## config.mk

```make
export PLATFORM = sky130hd
export DESIGN_NAME = keypad_scan
export DESIGN_NICKNAME = d
export VERILOG_FILES = /design/src/rtl/keypad_scan.sv
export SDC_FILE = /design/constraint.sdc
export NUM_CORES = 1
export LEC_CHECK = 0
export CAP_MARGIN = 10
export CORE_MARGIN = 2
export CORE_UTILIZATION = 55
export CTS_BUF_LIST = sky130_fd_sc_hd__clkbuf_4 sky130_fd_sc_hd__clkbuf_8
export CTS_CLUSTER_DIAMETER = 200
export DETAILED_ROUTE_END_ITERATION = 10
export GPL_TIMING_DRIVEN = 0
export PLACE_DENSITY = 0.82
export SLEW_MARGIN = 20
export SYNTH_ARGS = -nofsm -noshare
export SYNTH_HDL_FRONTEND = slang
export SYNTH_SLANG_ARGS = --single-unit
```

## constraint.sdc

```tcl
create_clock -name clk100MHZ -period 9.6 [get_ports clk100MHZ]
set_clock_uncertainty 0.15 [all_clocks]
set_input_delay 1.44 -clock clk100MHZ [delete_from_list [all_inputs] [get_ports clk100MHZ]]
set_output_delay 1.44 -clock clk100MHZ [all_outputs]
set_load 0.005 [all_outputs]
```

## src/rtl/keypad_scan.sv

```systemverilog
// keypad_scan: 4x4 matrix keypad scanner with frame-based debounce.
// Rows are driven active-low one at a time. Column hits are gathered into a
// per-frame result. A small FSM turns stable frame results into press and
// release events.
module keypad_scan #(
    parameter int SCAN_DIV = 3000,
    parameter int DEBOUNCE = 3
) (
    input  logic       clk100MHZ,
    input  logic       rst_n,
    input  logic [3:0] col_n,
    output logic [3:0] row_n,
    output logic [3:0] key_code,
    output logic       key_valid,
    output logic       key_down,
    output logic       key_release
);

    localparam int DW = (SCAN_DIV > 1) ? $clog2(SCAN_DIV) : 1;
    // Two spare bits keep cnt+1 from wrapping before it can equal DEBOUNCE.
    localparam int CW = $clog2(DEBOUNCE + 1) + 2;

    // Frame result: hits saturates at 2 (MULTI); code is the first hit in scan order.
    typedef struct packed {
        logic [1:0] hits;
        logic [3:0] code;
    } frame_t;

    typedef enum logic [1:0] {IDLE, PRESS_CHK, HELD, RELEASE_CHK} state_t;

    logic [1:0][3:0] sync_pipe;
    logic [3:0]      cs;
    logic [DW-1:0]   div;
    logic [1:0]      row_idx;
    logic            tick;
    logic            frame_end;
    frame_t          acc;
    frame_t          frame;
    logic [2:0]      row_cnt;
    logic [1:0]      row_first;
    logic            row_any;
    logic [2:0]      sum;
    state_t          state;
    logic [CW-1:0]   cnt;
    logic [CW-1:0]   cnt_inc;
    logic [3:0]      cand;
    logic            is_none;
    logic            is_single;

    assign cs        = sync_pipe[1];
    assign tick      = (div == DW'(SCAN_DIV - 1));
    assign frame_end = tick && (row_idx == 2'd3);
    assign cnt_inc   = cnt + CW'(1);
    assign is_none   = (frame.hits == 2'd0);
    assign is_single = (frame.hits == 2'd1);

    // Two-flop synchronizer for the asynchronous column inputs (idle = all high).
    always_ff @(posedge clk100MHZ or negedge rst_n) begin
        if (!rst_n) begin
            sync_pipe <= {4'hF, 4'hF};
        end else begin
            sync_pipe[0] <= col_n;
            sync_pipe[1] <= sync_pipe[0];
        end
    end

    // Row-step divider and row drive: sample happens on tick, then the row advances.
    always_ff @(posedge clk100MHZ or negedge rst_n) begin
        if (!rst_n) begin
            div     <= '0;
            row_idx <= 2'd0;
            row_n   <= 4'b1110;
        end else if (tick) begin
            div     <= '0;
            row_idx <= row_idx + 2'd1;
            row_n   <= ~(4'b0001 << (row_idx + 2'd1));
        end else begin
            div <= div + DW'(1);
        end
    end

    // Decode the current row's hits and merge them with the frame accumulator.
    always_comb begin
        row_cnt   = 3'd0;
        row_first = 2'd0;
        row_any   = 1'b0;
        for (int c = 0; c < 4; c++) begin
            if (!cs[c]) begin
                row_cnt = row_cnt + 3'd1;
                if (!row_any) begin
                    row_first = 2'(c);
                    row_any   = 1'b1;
                end
            end
        end
        sum        = {1'b0, acc.hits} + row_cnt;
        frame.hits = (sum >= 3'd2) ? 2'd2 : sum[1:0];
        frame.code = (acc.hits == 2'd0) ? {row_idx, row_first} : acc.code;
    end

    // Frame accumulator: collect hits on each tick, clear after the row-3 sample.
    always_ff @(posedge clk100MHZ or negedge rst_n) begin
        if (!rst_n) begin
            acc <= '0;
        end else if (tick) begin
            acc <= (row_idx == 2'd3) ? frame_t'('0) : frame;
        end
    end

    // Debounce FSM, stepped on frame ends; event pulses last one cycle.
    always_ff @(posedge clk100MHZ or negedge rst_n) begin
        if (!rst_n) begin
            state       <= IDLE;
            cnt         <= '0;
            cand        <= 4'd0;
            key_code    <= 4'd0;
            key_valid   <= 1'b0;
            key_down    <= 1'b0;
            key_release <= 1'b0;
        end else begin
            key_valid   <= 1'b0;
            key_release <= 1'b0;
            if (frame_end) begin
                case (state)
                    IDLE: begin
                        if (is_single) begin
                            cand  <= frame.code;
                            cnt   <= CW'(1);
                            state <= PRESS_CHK;
                        end
                    end
                    PRESS_CHK: begin
                        if (is_single && frame.code == cand) begin
                            if (cnt_inc == CW'(DEBOUNCE)) begin
                                state     <= HELD;
                                cnt       <= '0;
                                key_code  <= cand;
                                key_valid <= 1'b1;
                                key_down  <= 1'b1;
                            end else begin
                                cnt <= cnt_inc;
                            end
                        end else begin
                            state <= IDLE;
                            cnt   <= '0;
                        end
                    end
                    HELD: begin
                        // Rollover to another key is ignored until a clean release.
                        if (is_none) begin
                            cnt   <= CW'(1);
                            state <= RELEASE_CHK;
                        end
                    end
                    RELEASE_CHK: begin
                        if (is_none) begin
                            if (cnt_inc == CW'(DEBOUNCE)) begin
                                state       <= IDLE;
                                cnt         <= '0;
                                key_down    <= 1'b0;
                                key_release <= 1'b1;
                            end else begin
                                cnt <= cnt_inc;
                            end
                        end else begin
                            state <= HELD;
                            cnt   <= '0;
                        end
                    end
                    default: begin
                        state <= IDLE;
                        cnt   <= '0;
                    end
                endcase
            end
        end
    end

endmodule

```

# After elaboration in Yosys (flattened, before gate mapping)
# Cells that the tools add are included.
# op_classes
magnitude_cmp,1
add_sub_neg,7
eq_ne,16
bitwise,1
shift,1
reduce_logical,11
mux,42
# ops
operator,n
4-bit two-way mux,6
2-bit two-way mux,11
1-bit two-way mux,17
4-bit one-hot mux with 4 select lines,1
"12-bit by 1-bit adder with 12-bit output, second input constant",1
"12-bit == test, second input constant",1
12-bit two-way mux,1
"2-bit != test, second input constant",6
"3-bit by 1-bit adder with 3-bit output, second input constant",3
3-bit two-way mux,3
2-bit one-hot mux with 4 select lines,1
"2-bit == test, second input constant",3
2-bit logical NOT,3
6-bit two-way mux,1
"3-bit != test, second input constant",2
3-bit AND reduction,2
6-bit AND reduction,1
5-bit AND reduction,1
"4-bit by 1-bit adder with 4-bit output, second input constant",1
"2-bit by 1-bit == test with 1-bit output, second input constant",2
"4-bit by 2-bit == test with 1-bit output, second input constant",1
4-bit == test,1
4-bit NOT,1
4-bit AND reduction,1
other kinds (7),8
# word_totals
elab_cells,93
inputBits,6
ff_bits,49

# Depth between registers and ports, before layout
# depth
word_depth,15
mapped_depth,12
mapped_depth_nobuf,12

# Least setup slack after synthesis
# No wires, ideal clock.
# synth_timing
path_type,reg-to-reg
from,register sync_pipe (netlist bit cs[0])
to,register key_code[0]
setup_ns,0.125
path_stages_with_launch,12
n_path_buf,0
t_arrival_ns,3.355
path_slack_ns,5.970
synth_period_minus_slack_ns,3.630
path_cell_list,dfstp_2 > inv_1 > ha_1 > xnor2_1 > ha_1 > mux2_2 > fa_1 > xnor3_1 > nand2_1 > nor4_4 > nand4_4 > mux2_4
# synth_between
elab_chain_cells,13
elab_cells_between_ends,24
# synth_rtl
element,line_no,source
start: declaration,31,logic [1:0][3:0] sync_pipe;
start signal: assignment,60,"sync_pipe <= {4'hF, 4'hF};"
1-bit two-way mux,88,if (!cs[c]) begin
3-bit by 1-bit adder with 3-bit output,89,row_cnt = row_cnt + 3'd1;
3-bit two-way mux,88,
3-bit by 1-bit adder with 3-bit output,89,
3-bit two-way mux,88,
3-bit by 1-bit adder with 3-bit output,89,
3-bit two-way mux,88,
2-bit by 3-bit adder with 3-bit output,96,"sum = {1'b0, acc.hits} + row_cnt;"
3-bit by 2-bit >= comparator with 1-bit output,97,frame.hits = (sum >= 3'd2) ? 2'd2 : sum[1:0];
2-bit two-way mux,97,
2-bit by 1-bit == test with 1-bit output,55,assign is_single = (frame.hits == 2'd1);
1-bit logical AND (*),133,if (is_single && frame.code == cand) begin
4-bit AND reduction (no source line) (*),--,
end signal: assignment,137,key_code <= cand;
end: declaration,13,"output logic [3:0] key_code,"
# Mark *: on every way between the ends. The rest lies on a longest branch, timed or not.
# A chain may end at the register's enable or synchronous reset.

# Worst setup path after layout
# Same ends and word-level chain as after synthesis.

==> metrics.cfg <==
[die]
dieArea_um2 = 5240
std_cell_rows = 24
core_area_um2 = 4410
io_pins = 17
die_height_um = 72.4
die_x_um = 72.4
initial_core_util_pct = 58.2

[clocking]
clkSinkCount = 49
cts_buffers = 5
postCtsSetupBuffers = 0
clock_path_buffers = 2
htreeDepth = 2
cts_hold_buffers = 0
cts_tree = built
cts-root-buf = clkbuf_8
cts_resized = 0
clk_pin_slew_ps = 80
insertion_delay_ps = 310

[placed_design]
dpl_cell_area_um2 = 2810
dpl.hpwl_mm = 3.06
globalplace.congestion = 0.809
port_buffers = 16

[sta]
tightest_slew_ps = 603
whs_ps = 208
period_needed_ps = 3850
rsz0062_at_grt = no
relSlewSlack_pct = 59.4
final-setup-viol-count = 0
hold_violations = 0
slew_viol_final = 0
fmax_mhz = 260
period_share_pct = 40.1
fin_setup_tns_ps = 0

[final_layout]
nFillCells = 345
drive_gt1_share_pct = 13.8
nets = 281
num_antenna_cells = 0
fin_area_um2 = 2900
register_area_um2 = 1240
multi_input_area_um2 = 1260
area_growth_pct = 12.8

[setup_path]
reg2reg_slack_ps = 5750
critical-path-slowest-cell = dfstp_2
endpoint_kind = flop
crit_type = reg2reg
crit_fanout = 6
reg2reg_depth = 11
cp_common_cell = ha_1
crit_path_start_kind = flop
crit_arrival_ps = 3890
crit_chain = inv_1 -> ha_1 -> xnor2_1 -> ha_1 -> mux2_2 -> fa_1 -> xnor3_1 -> nand2_1 -> nor4_4 -> nand4_4 -> mux2_4
cp.required_ps = 9640
critPathMaxStageDelay_ps = 580

[logic_synthesis]
synth-edff-count = 0
ys_warn_count = 0
syn-cell-area_um2 = 2570
netlist-cell-type-count = 51
mappedNetlistNets = 257
yosysSeqAreaShare_pct = 48.2
synthFlopType = dfrtp_1
postSynthCellCount = 235
ys_ff_latch = 49
async_flop_share_pct = 100
avgSynthCellArea_um2 = 10.9

[grt]
met1_usage_pct = 22.6
grt_pass1_vias = 1673
grt_pass1_wl_mm = 7.50
grt-busiest-layer = met2
track_usage_pct = 18.4
grt_max_degree = 34
gr-total-overflow = 0
met2_usage_pct = 31.4
antenna_found_initial = 0
gr-usage-met3_pct = 5.14

[pwr]
powerDensity_nw_per_um2 = 124
ir_drop_v = 0.0000788
fin_total_pwr_uw = 361
p_leak_uw = 0.00131

[status]
status = complete, no violations

[routing]
postRouteAntennaNets = 0
drtIter0Drc = 122
avgRoutedWirePerCell_um = 13.6
drc = 0
viasPerCell = 5.57
routed_wl_mm = 4.23
vias = 1737
drt_first_pass_iters = 4

[flow_run]
cap_violations = 0

[hold_path]
hold_class = reg2reg
hold_depth = 0

==> power breakdown <==
part           internal (uW)  total [uW]  switching (uW)
sequential               209         211            1.45
combinational           12.2        27.6            15.4
clock                   56.9         122            65.2
total                    278         361            82.0
==> worst max-delay path, delay by kind of cell (launching register included) <==
kind,cells,cell delay [ps]
xor gates and xnor gates,2,680
adders and majority gates,3,960
buffers and inverters,1,50
DFF,1,580
muxes,2,610
and+or+nand+nor,3,700
==> metrics by stage <==
step	cells	worst slack [ps]	util, %
after floorplan	235	5970	-
after global placement	303	5630	63.4
after detailed placement	304	5720	63.7
after CTS	312	5700	65.7
after global routing	312	5530	65.7
final	312	5750	65.7
==> logic make-up after synthesis <==
logic type / after synthesis / synth area share [%]
buffers and inverters: 16 / 2.72
adder cells (fa/ha/maj): 16 / 8.08
AND/OR/NAND/NOR: 91 / 20.7
multiplexers: 7 / 3.55
flip-flops: 49 / 48.2
XOR/XNOR: 18 / 6.67
AO/OA/AOI/OAI: 38 / 10.1
==> synth_stat cells, types with 4 or more instances <==
| cell | number | share of area, % |
|---|---|---|
| dfrtp_1 | 38 | 37 |
| nand2_1 | 23 | 3.4 |
| o21ai_0 | 16 | 3.1 |
| ha_1 | 15 | 7.3 |
| nor2_1 | 15 | 2.2 |
| dfstp_2 | 11 | 11 |
| xnor2_1 | 11 | 3.7 |
| inv_1 | 9 | 1.3 |
| nand3_1 | 9 | 1.8 |
| nor2b_1 | 7 | 1.7 |
| and3_1 | 6 | 1.5 |
| xor2_1 | 6 | 2.0 |
| o31ai_1 | 5 | 1.5 |
| and2_1 | 4 | 0.97 |
| clkbuf_1 | 4 | 0.58 |
| mux2_4 | 4 | 2.3 |
| nand2b_1 | 4 | 0.97 |
==> per-layer routing <==
layer / share of wire (%) / vias up
met1: 45 / 836
met4: 1.3 / 0
met3: 4.4 / 6
met2: 49 / 34
met5: 0 / -
li1: - / 861
==> cells in the final DEF, fill, tap and decap left out, types with 2 or more instances in the layout <==
| cell | Yosys | layout |
|---|---|---|
| nor4_1 | 3 | 3 |
| dfstp_2 | 11 | 11 |
| xnor2_1 | 11 | 11 |
| dfrtp_1 | 38 | 38 |
| and3_1 | 6 | 6 |
| nand2b_1 | 4 | 4 |
| buf_2 | 2 | 3 |
| xor2_1 | 6 | 6 |
| nor2b_1 | 7 | 7 |
| or3b_1 | 2 | 2 |
| a21oi_1 | 3 | 3 |
| mux2i_1 | 2 | 2 |
| nand3_1 | 9 | 9 |
| nor2_1 | 15 | 15 |
| o21ai_0 | 16 | 16 |
| mux2_4 | 4 | 4 |
| nand4b_1 | 3 | 3 |
| nand2_1 | 23 | 23 |
| clkbuf_1 | 4 | 4 |
| and2_1 | 4 | 4 |
| nand4_1 | 2 | 2 |
| o31ai_1 | 5 | 5 |
| clkdlybuf4s50_1 | 0 | 15 |
| inv_1 | 9 | 9 |
| o21bai_1 | 2 | 2 |
| clkbuf_8 | 0 | 5 |
| a22o_1 | 2 | 2 |
| nor3_1 | 2 | 2 |
| ha_1 | 15 | 15 |
| nand3b_1 | 2 | 2 |
| clkbuf_4 | 0 | 2 |
==> registers in the layout, summed over array words and instances, names as in the netlist <==
name	cells
key_valid	1
sync_pipe	4
cnt	4
row_idx	2
acc	6
cs	4
div	12
key_down	1
key_release	1
state	2
row_n	4
cand	4
key_code	4
==> final timing paths <==
kind | from | to
setup / recovery | cs[0] | key_code[0]
hold / removal | sync_pipe[2] | cs[2]
setup reg to reg | cs[0] | key_code[0]
hold reg to reg | sync_pipe[2] | cs[2]
max in group asynchronous | rst_n | cs[2]
min in group asynchronous | rst_n | key_code[3]
==> cell type report <==
class | count | share of cell area (%)
Clock buffer | 7 | 2.89
Multi-Input combinational cell | 170 | 43.5
Timing Repair Buffer | 17 | 6.04
Clock inverter | 1 | 0.173
Tap cell | 52 | 2.24
Sequential cell | 49 | 42.8
Buffer | 7 | 1.25
Inverter | 9 | 1.16
(Power assumes the default switching activity.)
==> patch (same flow settings) <==
The 4 states of `state_t` get a Gray code encoding in 2 bits.
--- a/src/rtl/keypad_scan.sv
+++ b/src/rtl/keypad_scan.sv
@@ -27,5 +27,5 @@
     } frame_t;
 
-    typedef enum logic [1:0] {IDLE, PRESS_CHK, HELD, RELEASE_CHK} state_t;
+    typedef enum logic [1:0] {IDLE = 2'b00, PRESS_CHK = 2'b01, HELD = 2'b11, RELEASE_CHK = 2'b10} state_t;
 
     logic [1:0][3:0] sync_pipe;
Formal check against the unedited RTL: no difference found for any inputs over 10 cycles, from zero or initial values and one cycle with rst_n low; not proved beyond that.
==> patch against the unedited design <==
  * Total power rose by 3.5%
  * Area after synthesis rose by 7.9%
  * Sequential cell count did not move
  * Wire length rose by 17%
  * Setup slack got worse by 0.18 ns
  * Global-route usage rose by 2.1 points
  * Final area rose by 8.1%
  * Die area rose by 7.5%
  * Core utilization fell by 0.21 points
  * Final cell count rose by 13%
==> patch: results (changes against the unedited design) <==
Non-clk invs 14 (was 9); TritonCTS Sinks 49 (unchanged); status finished clean (unchanged); Post-synth top cells dfrtp_1 (38), nand2_1 (21), ha_1 (19), nor2_1 (19) (was dfrtp_1 (38), nand2_1 (23), o21ai_0 (16)); DR iter-0 viols 120 (was 122); Netlist cell types 57 (was 51); Max stage delay cell, worst path dfstp_2 (unchanged); first-pass GRT wire length 8730 µm (was 7500 µm); filler instances 355 (was 345); Worst R2R Path Depth 11 (unchanged); GPL Wtd Cong 0.812 (was 0.809); DRT Pass-1 Iters 4 (unchanged); IR drop worst, VDD 0.000135 V (was 0.0000788 V); Non-clk bufs 25 (was 24); GRT met3 Usage 0.0535 (was 0.0514); r2r endpoint cnt[0]$_DFFE_PN0P_ (was key_code[0]$_DFFE_PN0P_); Post-CTS Resized 0 (unchanged); Seq/Total Area, Yosys 0.447 (was 0.482); multi-input logic portion of the cell area 0.462 (was 0.435); largest net degree at the start of global routing 31 (was 34); Global Route Usage Sum 0.205 (was 0.184); ClkCell Share 0.0319 (was 0.0306); clk slew on worst S/H paths 0.09 ns; final period utilization 0.420 (was 0.401); crit-path max FO 9 (was 6); Setup Crit Path Kind reg -> reg (unchanged); dominant cells by area after synthesis dfrtp_1 (34%), dfstp_2 (10%), ha_1 (8.6%) (was dfrtp_1 (37%), dfstp_2 (11%), ha_1 (7.3%)); via/cell ratio 5.61 (was 5.57); comb_multi_in 190 (was 170); nets 311 (was 281); Non-clock buffering overhead 0.0667 (was 0.0729); met2 Use GR 0.338 (was 0.314); number of global-route vias before repair 1979 (was 1673); detailed placement HPWL 3730 µm (was 3060 µm); max incr delay on CP 0.58 ns (about the same); Antenna Diode Count 0 (unchanged); initial antenna violation count 0 (unchanged); clock root buffer clkbuf_8 (unchanged); Reg area 1240 µm² (unchanged); CLK BUF 6 (was 7); met1 Track Usage GR 0.268 (was 0.226); I/O Buffers 16 (unchanged); Clock Latency Late Sink 0.31 ns (about the same); CTS max path bufs 2 (unchanged); Critical Path Source cs[0]$_DFF_PN1_ (unchanged); dpl ws 5.63 ns (was 5.72 ns); r2r setup slk 5.57 ns (was 5.75 ns); Hold Crit Start sync_pipe[0]$_DFF_PN1_ (was sync_pipe[2]$_DFF_PN1_); CP Data Arrival Time 4.11 ns (was 3.89 ns); hold slack 0.210 ns (was 0.208 ns); hold path endpoint cs[0]$_DFF_PN1_ (was cs[2]$_DFF_PN1_); wire per inst 14.0 µm (was 13.6 µm); Mapped Nets 287 (was 257); Pleak 1.39 nW (was 1.31 nW); asr flop ratio synth 1.00 (unchanged); Slew HR 0.517 (was 0.594); share of post-route cells with drive strength above 1 0.189 (was 0.138)
patch: routing by layer:
layer | vias to the layer above | wire, µm
li1 | 976 | -
met1 | 964 | 2370
met2 | 39 | 2350
met3 | 2 | 205
met4 | 0 | 34
met5 | - | 0
patch: kinds of logic after synthesis:
family                     Yosys count  synth area share
buffers and inverters               22            0.0311
muxes                               11            0.0428
and+or+nand+nor                    101             0.214
DFF                                 49             0.447
AOI/OAI and AO/OA                   41             0.110
adders and majority gates           20            0.0929
xor gates and xnor gates            17            0.0618
patch: stage by stage:
| stage | std cells | area (µm²) | power, W |
|---|---|---|---|
| floorplan | 261 | 2780 | 0.000235 |
| global placement | 344 | 3020 | 0.000245 |
| detailed placement | 345 | 3030 | 0.000246 |
| CTS | 353 | 3130 | 0.000378 |
| global route | 353 | 3130 | 0.000391 |
| finish | 353 | 3130 | 0.000373 |
patch: report_power, final:
group          total (W)  internal, W  switching, W
clock network   0.000131    0.0000599     0.0000714
registers       0.000211     0.000209    0.00000170
logic          0.0000309    0.0000133     0.0000176
